<file path="src/rtl/vga_timing_pkg.sv">
// Shared timing defaults, widths and state type for the VGA scanout controller.
// Defaults give 640x480@60 from a 25 MHz pixel clock.
package vga_timing_pkg;

   localparam int unsigned DEF_H_ACTIVE = 640;
   localparam int unsigned DEF_H_FP     = 16;
   localparam int unsigned DEF_H_SYNC   = 96;
   localparam int unsigned DEF_H_BP     = 48;

   localparam int unsigned DEF_V_ACTIVE = 480;
   localparam int unsigned DEF_V_FP     = 10;
   localparam int unsigned DEF_V_SYNC   = 2;
   localparam int unsigned DEF_V_BP     = 33;

   localparam int unsigned RGB_W = 10;
   localparam int unsigned CNT_W = 10;

   typedef enum logic {
      IDLE,
      RUN
   } vga_state_e;

endpackage

</file>
<file path="src/rtl/vga_axis_gen.sv">
// One scan axis (horizontal or vertical): position counter with wrap, plus
// active-region and active-low sync decode of the current position.
module vga_axis_gen
   import vga_timing_pkg::*;
#(
   parameter int unsigned ACTIVE = DEF_H_ACTIVE,
   parameter int unsigned FP     = DEF_H_FP,
   parameter int unsigned SYNC   = DEF_H_SYNC,
   parameter int unsigned BP     = DEF_H_BP
) (
   input  logic             clk50m,
   input  logic             rst,
   input  logic             clr,
   input  logic             adv,
   output logic [CNT_W-1:0] cnt,
   output logic             wrap,
   output logic             active,
   output logic             sync_n
);

   localparam int unsigned TOTAL = ACTIVE + FP + SYNC + BP;

   localparam logic [CNT_W-1:0] LAST     = CNT_W'(TOTAL - 1);
   localparam logic [CNT_W-1:0] ACT_END  = CNT_W'(ACTIVE);
   localparam logic [CNT_W-1:0] SYNC_BEG = CNT_W'(ACTIVE + FP);
   localparam logic [CNT_W-1:0] SYNC_END = CNT_W'(ACTIVE + FP + SYNC);

   always_ff @(posedge clk50m) begin
      if (rst || clr) begin
         cnt <= '0;
      end else if (adv) begin
         cnt <= wrap ? '0 : cnt + CNT_W'(1);
      end
   end

   always_comb begin
      wrap   = (cnt == LAST);
      active = (cnt < ACT_END);
      sync_n = !((cnt >= SYNC_BEG) && (cnt < SYNC_END));
   end

endmodule

</file>
<file path="src/rtl/vga_timing_ctrl.sv">
// VGA scanout controller: divides clk50m into the pixel clock, walks the raster
// and registers RGB, sync and blank together one pixel period after the request.
module vga_timing_ctrl
   import vga_timing_pkg::*;
#(
   parameter int unsigned H_ACTIVE = DEF_H_ACTIVE,
   parameter int unsigned H_FP     = DEF_H_FP,
   parameter int unsigned H_SYNC   = DEF_H_SYNC,
   parameter int unsigned H_BP     = DEF_H_BP,
   parameter int unsigned V_ACTIVE = DEF_V_ACTIVE,
   parameter int unsigned V_FP     = DEF_V_FP,
   parameter int unsigned V_SYNC   = DEF_V_SYNC,
   parameter int unsigned V_BP     = DEF_V_BP
) (
   input  logic               clk50m,
   input  logic               rst,
   input  logic               en,
   output logic [CNT_W-1:0]   px_x,
   output logic [CNT_W-1:0]   px_y,
   output logic               pix_req,
   input  logic [3*RGB_W-1:0] pix_rgb,
   output logic               frame_start,
   output logic               VGA_CLK,
   output logic               VGA_HS,
   output logic               VGA_VS,
   output logic               VGA_BLANK,
   output logic               VGA_SYNC,
   output logic [RGB_W-1:0]   VGA_R,
   output logic [RGB_W-1:0]   VGA_G,
   output logic [RGB_W-1:0]   VGA_B
);

   logic       phase;
   logic       tick;
   vga_state_e state_q;
   vga_state_e state_d;
   logic       run;

   logic [CNT_W-1:0] h_cnt;
   logic [CNT_W-1:0] v_cnt;
   logic             h_wrap, v_wrap;
   logic             h_act, v_act;
   logic             hs0, vs0;
   logic             h_adv, v_adv;

   always_ff @(posedge clk50m) begin
      if (rst) begin
         phase <= 1'b0;
      end else begin
         phase <= ~phase;
      end
   end

   assign tick = phase;

   always_ff @(posedge clk50m) begin
      if (rst) begin
         state_q <= IDLE;
      end else begin
         state_q <= state_d;
      end
   end

   // Stopping is only honoured on the last pixel of a frame so frames never truncate.
   always_comb begin
      state_d = state_q;
      case (state_q)
         IDLE: if (tick && en) state_d = RUN;
         RUN:  if (tick && !en && h_wrap && v_wrap) state_d = IDLE;
         default: state_d = IDLE;
      endcase
   end

   assign run   = (state_q == RUN);
   assign h_adv = tick && run;
   assign v_adv = h_adv && h_wrap;

   vga_axis_gen #(
      .ACTIVE (H_ACTIVE),
      .FP     (H_FP),
      .SYNC   (H_SYNC),
      .BP     (H_BP)
   ) u_h_axis (
      .clk50m (clk50m),
      .rst    (rst),
      .clr    (!run),
      .adv    (h_adv),
      .cnt    (h_cnt),
      .wrap   (h_wrap),
      .active (h_act),
      .sync_n (hs0)
   );

   vga_axis_gen #(
      .ACTIVE (V_ACTIVE),
      .FP     (V_FP),
      .SYNC   (V_SYNC),
      .BP     (V_BP)
   ) u_v_axis (
      .clk50m (clk50m),
      .rst    (rst),
      .clr    (!run),
      .adv    (v_adv),
      .cnt    (v_cnt),
      .wrap   (v_wrap),
      .active (v_act),
      .sync_n (vs0)
   );

   always_comb begin
      px_x        = h_cnt;
      px_y        = v_cnt;
      pix_req     = run && h_act && v_act;
      frame_start = run && !phase && (h_cnt == '0) && (v_cnt == '0);
   end

   // RGB, sync and blank share this one stage so they stay exactly aligned.
   always_ff @(posedge clk50m) begin
      if (rst) begin
         VGA_R     <= '0;
         VGA_G     <= '0;
         VGA_B     <= '0;
         VGA_HS    <= 1'b1;
         VGA_VS    <= 1'b1;
         VGA_BLANK <= 1'b0;
      end else if (tick) begin
         if (run) begin
            VGA_R     <= pix_req ? pix_rgb[2*RGB_W +: RGB_W] : '0;
            VGA_G     <= pix_req ? pix_rgb[RGB_W +: RGB_W]   : '0;
            VGA_B     <= pix_req ? pix_rgb[0 +: RGB_W]       : '0;
            VGA_HS    <= hs0;
            VGA_VS    <= vs0;
            VGA_BLANK <= pix_req;
         end else begin
            VGA_R     <= '0;
            VGA_G     <= '0;
            VGA_B     <= '0;
            VGA_HS    <= 1'b1;
            VGA_VS    <= 1'b1;
            VGA_BLANK <= 1'b0;
         end
      end
   end

   assign VGA_CLK  = phase;
   assign VGA_SYNC = 1'b0;

endmodule

</file>
<file path="config.mk">
export PLATFORM = sky130hd
export DESIGN_NAME = vga_timing_ctrl
export DESIGN_NICKNAME = d
export VERILOG_FILES = /design/src/rtl/vga_timing_pkg.sv /design/src/rtl/vga_axis_gen.sv /design/src/rtl/vga_timing_ctrl.sv
export SDC_FILE = /design/constraint.sdc
export NUM_CORES = 1
export LEC_CHECK = 0
export ABC_AREA = 1
export BUFFER_PORTS_ARGS = -buffer_cell sky130_fd_sc_hd__clkbuf_2
export CORE_MARGIN = 2
export CORE_UTILIZATION = 54
export CTS_BUF_LIST = sky130_fd_sc_hd__clkbuf_16
export DETAILED_ROUTE_END_ITERATION = 16
export PLACE_DENSITY = 0.85
export SYNTH_ARGS = -nofsm -noshare
export SYNTH_HDL_FRONTEND = slang
export SYNTH_SLANG_ARGS = --single-unit
</file>
<file path="constraint.sdc">
create_clock -name clk50m -period 2.25 [get_ports clk50m]
set_clock_uncertainty 0.15 [all_clocks]
set_input_delay 0.225 -clock clk50m [delete_from_list [all_inputs] [get_ports clk50m]]
set_output_delay 0.225 -clock clk50m [all_outputs]
set_load 0.03 [all_outputs]
</file>
==> impl_metrics.json, run 1 <==
{
  "synth-edff-count": 0,
  "rows": 25,
  "synth_top_area_frac": 0.419,
  "cellPowerDensity_nw_per_um2": 648,
  "drive_above_1_share": 0.348,
  "cts_inserted_buffers": 5,
  "area_delta_synth_final_pct": 28.3,
  "grt_max_degree": 33,
  "cts_tree": "built",
  "die_height_um": 73.7,
  "wirelength_um": 6790,
  "cts.clk_slew.worst_paths_ns": 0.07,
  "pwr-share-seq": 0.473,
  "min_path_cells": 3,
  "ioPinCount": 90,
  "coreArea_um2": 4690,
  "rsz0062_at_grt": "false",
  "p_switching_mw": 0.637,
  "ys_ff_latch": 55,
  "crit_arrival_ns": 1.59,
  "gp_congestion": 0.894,
  "violations": "negative hold slack",
  "status": "complete, but fails checks",
  "num_antenna_cells": 0,
  "whs_ns": -0.00354,
  "final-setup-viol-count": 0,
  "grtUsageTotal": 0.249,
  "ant_nets": 0,
  "maxCapViolCount": 0,
  "post-route-period-util": 0.874,
  "hp-class": "in2reg",
  "synth.area.top_cells": "dfxtp_1 42%, nand2_1 15%, nand3_2 12%, nor2_1 4.9%, inv_1 4.0%",
  "grt-ovfl-total": 0,
  "fin_crit_ns": 1.97,
  "dp_hpwl_um": 4900,
  "min_from": "pix_rgb[17]",
  "cp-start-kind": "flop",
  "syn_inst": 345,
  "r2r_setup_slack_ns": 0.51,
  "nNetsFinal": 483,
  "syn_nets": 383,
  "netlist_area_um2": 2630,
  "leakagePower_nw": 1.63,
  "r2r_end": "u_v_axis.cnt[9]",
  "power.total_mw": 2.18,
  "cp-end-kind": "primary output",
  "ys_warn_count": 0,
  "ys_types": 31,
  "final.fill_count": 351,
  "clk_latency_ns": 0.30,
  "antenna_found_initial": 0,
  "multiInputGateArea_um2": 1330,
  "regArea_um2": 1100,
  "cts_buffer_depth": 2,
  "p_int_mw": 1.54,
  "async_flop_share": 0,
  "crit_required_ns": 1.88,
  "utilization": 0.718,
  "min_to": "VGA_G[7]",
  "p_sw_frac": 0.292,
  "start_util": 0.559,
  "post-route-drc-count": 0,
  "instances_no_fill": 500,
  "dr.pass1.iters": 5,
  "peakVddDrop_v": 0.000464,
  "ff2ff_path_depth": 8,
  "clock_power_share": 0.363,
  "grt_pass1_vias": 2401,
  "crit_path_max_fanout": 8,
  "vias": 2627,
  "power_frac_comb": 0.164,
  "postSynthAreaPerCell_um2": 7.61,
  "die-area_um2": 5430,
  "yosysTopAreaCell": "dfxtp_1",
  "routedWlPerCell_um": 13.6,
  "drv_slew": 0,
  "dp_cells": 483,
  "numClockSinks": 55,
  "clockRootBuffer": "clkbuf_16",
  "grt_pass1_wl_um": 10600,
  "viasPerCell": 5.25,
  "synth-main-ff-cell": "dfxtp_1",
  "ys_seq_area_frac": 0.419,
  "max_freq_mhz": 509,
  "numPortBuffers": 88,
  "drt_first_iter_violations": 171,
  "timing.rr.start": "u_h_axis.cnt[1]",
  "worstSetupPathType": "reg2out",
  "hold_viol": 3,
  "die_w_um": 73.7,
  "fin_tns_setup_ns": 0,
  "cts_htree_levels": 2
}
[layer usage]
layer  wire length, µm  global-route usage  part of all wire  vias up
met4               242               0.149             0.036        0
met5                 0                   0                 0        -
met1              2770               0.296              0.41     1201
met2              3380               0.406              0.50       95
met3               405              0.0576             0.060       24
li1                  -                   -                 -     1307
[worst max-delay path by stage]
stage | to | from | slack [ns]
3_3_place_gp | pix_req | u_h_axis.cnt[9] | 0.63
5_1_grt | pix_req | run | 0.20
2_1_floorplan | u_v_axis.cnt[9] | u_h_axis.cnt[1] | 0.49
6_report | pix_req | u_h_axis.cnt[9] | 0.28
3_5_place_dp | u_v_axis.cnt[9] | u_h_axis.cnt[1] | 0.54
4_1_cts | pix_req | u_h_axis.cnt[9] | 0.28
[cell usage after synthesis, types with 3 or more instances]
| master | count |
|---|---|
| nand4_1 | 5 |
| clkbuf_1 | 3 |
| nor2_1 | 34 |
| a21oi_1 | 9 |
| nor2_2 | 3 |
| inv_1 | 28 |
| nand3_2 | 31 |
| ha_1 | 5 |
| dfxtp_1 | 55 |
| nand2_2 | 4 |
| buf_6 | 3 |
| nand3_1 | 18 |
| o21ai_0 | 5 |
| nor3_1 | 5 |
| inv_2 | 6 |
| nand2_1 | 108 |
[what timing repair did]
item	4_1_cts	5_1_grt
setup buffers	0	0
hold endpoints to repair	9	0
gates resized for setup	0	0
hold buffers	9	0
[kinds of logic (layout without fill, tap and decap cells)]
kind of cell,Yosys count,count (layout),share of synthesized area
AOI/OAI and AO/OA,20,20,0.0410
adders and majority gates,5,5,0.0238
buffers and inverters,45,146,0.0772
DFF,55,55,0.419
other,1,1,0.00143
and+or+nand+nor,219,219,0.437
[area by class of cell]
| cell class | count | area share |
|---|---|---|
| clock buffers | 5 | 0.0371 |
| clock inverters | 3 | 0.00669 |
| inverters | 35 | 0.0394 |
| multi-input cells | 245 | 0.395 |
| flip-flops and latches | 55 | 0.327 |
| well taps | 54 | 0.0201 |
| repair buffers | 103 | 0.175 |
[power by group through the flow]
stage | logic [mW] | registers, mW | clock network, mW
4_1_cts | 0.357 | 1.03 | 0.795
6_report | 0.358 | 1.03 | 0.792
3_5_place_dp | 0.342 | 1.05 | 0
3_3_place_gp | 0.336 | 1.05 | 0
2_1_floorplan | 0.180 | 1.11 | 0
5_1_grt | 0.385 | 1.04 | 0.833
[cells in the final DEF, fill, tap and decap left out, drive strengths merged]
| master | n |
|---|---|
| a21oi | 9 |
| nand2 | 114 |
| nand3 | 49 |
| inv | 36 |
| and2 | 1 |
| dfxtp | 55 |
| o22ai | 2 |
| nor2 | 39 |
| nor3b | 1 |
| nor4 | 2 |
| a31oi | 1 |
| buf | 6 |
| nand4 | 5 |
| nand3b | 2 |
| ha | 5 |
| a41oi | 1 |
| conb | 1 |
| dlygate4sd3 | 9 |
| clkinv | 2 |
| nor3 | 6 |
| clkbuf | 93 |
| o21ai | 7 |
[critical path: stages (launching register included)]
cell and delay [ns]:
dfxtp_1 0.36, nand2_2 0.14, nand3_2 0.10, nor3b_4 0.41, clkbuf_2 0.28
[metrics by stage]
stage / cell area, µm² / worst slack, ns
2_1_floorplan: 2630 / 0.485
3_3_place_gp: 3130 / 0.634
3_5_place_dp: 3130 / 0.539
4_1_cts: 3370 / 0.282
5_1_grt: 3370 / 0.205
6_report: 3370 / 0.284
[registers in the layout (all words and copies together) (netlist names)]
| signal | cells |
|---|---|
| VGA_HS | 1 |
| VGA_G | 10 |
| VGA_B | 10 |
| VGA_VS | 1 |
| VGA_R | 10 |
| run | 1 |
| u_v_axis.cnt | 10 |
| VGA_BLANK | 1 |
| u_h_axis.cnt | 10 |
| VGA_CLK | 1 |
(Power assumes the default switching activity.)
==> run 2, diff against run 1 <==
--- a/config.mk
+++ b/config.mk
@@ -7,9 +7,11 @@
 export LEC_CHECK = 0
 export ABC_AREA = 1
 export BUFFER_PORTS_ARGS = -buffer_cell sky130_fd_sc_hd__clkbuf_2
+export CORE_ASPECT_RATIO = 0.8
 export CORE_MARGIN = 2
 export CORE_UTILIZATION = 54
 export CTS_BUF_LIST = sky130_fd_sc_hd__clkbuf_16
+export CTS_CLUSTER_SIZE = 28
 export DETAILED_ROUTE_END_ITERATION = 16
 export PLACE_DENSITY = 0.85
 export SYNTH_ARGS = -nofsm -noshare
==> run 2 against run 1 <==
  * The flow now finishes without violations
  * Count of clock-buffer cells in the layout is the same
  * Worst setup slack gained 0.076 ns
  * Combinational power decreased by 4%
  * Die area hardly changed
  * Clock power down 3.8%
  * Non-clock buffer count decreased by 9
  * Global-route usage down 1.0 points
  * Register-to-register slack worse by 0.07 ns
  * Critical endpoint is now frame_start
  * Critical path depth grew 2
  * Total power down 2.1%
==> impl_metrics.json, run 2 (synthesis results as in run 1) <==
{
  "num_antenna_cells": 0,
  "crit_arrival_ns": 1.51,
  "cts_tree": "built",
  "clockRootBuffer": "clkbuf_16",
  "ant_nets": 0,
  "final.fill_count": 395,
  "area_delta_synth_final_pct": 24.7,
  "whs_ns": 0.00290,
  "dp_cells": 487,
  "wirelength_um": 6450,
  "start_util": 0.568,
  "vias": 2549,
  "p_int_mw": 1.52,
  "cts_htree_levels": 2,
  "maxCapViolCount": 0,
  "worstSetupPathType": "reg2out",
  "viasPerCell": 5.13,
  "p_sw_frac": 0.287,
  "cts_buffer_depth": 2,
  "gp_congestion": 1.00,
  "mostFrequentLayoutCells": "108 x nand2_1, 88 x clkbuf_2, 55 x dfxtp_1, 32 x nor2_1, 31 x nand3_2",
  "multiInputGateArea_um2": 1330,
  "fin_crit_ns": 1.89,
  "utilization": 0.708,
  "die_height_um": 66.4,
  "hp-class": "in2reg",
  "grt_pass1_wl_um": 10100,
  "post-route-period-util": 0.840,
  "rows": 22,
  "grtUsageTotal": 0.239,
  "crit_path_max_fanout": 4,
  "clk_latency_ns": 0.29,
  "peakVddDrop_v": 0.000571,
  "coreArea_um2": 4620,
  "grt-ovfl-total": 0,
  "cp_slowest_cell": "dfxtp_1",
  "fin_tns_setup_ns": 0,
  "die_w_um": 82.0,
  "max_freq_mhz": 529,
  "antenna_found_initial": 0,
  "dp_hpwl_um": 4880,
  "leakagePower_nw": 1.58,
  "drive_above_1_share": 0.352,
  "rsz0062_at_grt": "false",
  "p_switching_mw": 0.613,
  "clock_power_share": 0.357,
  "final-setup-viol-count": 0,
  "final_common_cell": "nand2_1",
  "routedWlPerCell_um": 13.0,
  "status": "completed",
  "cp-end-kind": "primary output",
  "cellPowerDensity_nw_per_um2": 653,
  "ioPinCount": 90,
  "pwr-share-seq": 0.482,
  "regArea_um2": 1100,
  "cts.clk_slew.worst_paths_ns": 0.07,
  "post-route-drc-count": 0,
  "hold_viol": 0,
  "grt_max_degree": 33,
  "drt_first_iter_violations": 130,
  "nNetsFinal": 474,
  "power_frac_comb": 0.161,
  "crit_required_ns": 1.88,
  "cp-start-kind": "flop",
  "numClockSinks": 55,
  "drv_slew": 0,
  "cts_inserted_buffers": 5,
  "cts_resized": 0,
  "instances_no_fill": 497,
  "power.total_mw": 2.14,
  "grt_pass1_vias": 2300,
  "die-area_um2": 5440,
  "crit_path_cell_trace": "inv_1, ha_1, nand4_1, nand3b_1, nor2_1, clkbuf_2",
  "slowest_delay_ns": 0.34,
  "dr.pass1.iters": 4,
  "numPortBuffers": 88
}
==> run 2: cell types whose count changed in the layout (fill, tap and decap cells not counted), sizes merged <==
cell         delta
inv             -2
buf             -1
clkinvlp        +2
dlygate4sd3     -8
==> run 2: power groups by stage <==
stage	Clock, mW	Sequential [mW]	Combinational (mW)
after detailed placement	0	1.05	0.338
after floorplan	0	1.11	0.180
after global routing	0.813	1.03	0.371
after CTS	0.775	1.03	0.341
final	0.762	1.03	0.343
after global placement	0	1.05	0.333
==> run 2: final cells by class <==
| type | instances | area share |
|---|---|---|
| Clock buffer | 5 | 0.0382 |
| Clock inverter | 3 | 0.00612 |
| Inverter | 35 | 0.0405 |
| Multi-Input combinational cell | 245 | 0.407 |
| Sequential cell | 55 | 0.336 |
| Tap cell | 60 | 0.0229 |
| Timing Repair Buffer | 94 | 0.149 |
==> run 2: repair_timing <==
item | 4_1_cts | 5_1_grt
setup buffers | 0 | 1
hold buffers | 1 | 0
setup endpoints to repair | 0 | 1
hold endpoints to repair | 1 | 0
==> run 2: worst paths after layout <==
kind,endpoint,depth (start not counted),slack (ns),start
hold reg to reg,VGA_G[6],2,0.30,VGA_G[6]
setup / recovery,frame_start,6,0.36,u_v_axis.cnt[0]
hold / removal,VGA_R[1],3,0.003,pix_rgb[21]
setup reg to reg,u_v_axis.cnt[9],8,0.44,u_h_axis.cnt[1]
==> run 2: metal layers <==
layer,routed length [µm],global-route usage
met1,2840,0.305
met2,3110,0.410
met3,428,0.0464
met4,70,0.0625
met5,0,0
==> run 2: through the flow <==
step           cell area (µm²)  setup slack (ns)
3_5_place_dp              3110             0.238
4_1_cts                   3270            0.0585
3_3_place_gp              3110             0.316
2_1_floorplan             2630             0.485
6_report                  3270             0.360
5_1_grt                   3270             0.215
==> run 2: worst max-delay path, delay by kind of cell (launching register included) <==
kind	cells	cell delay, ns
fa+ha+maj	1	0.18
buf+inv	2	0.33
flops	1	0.34
simple gates	3	0.37
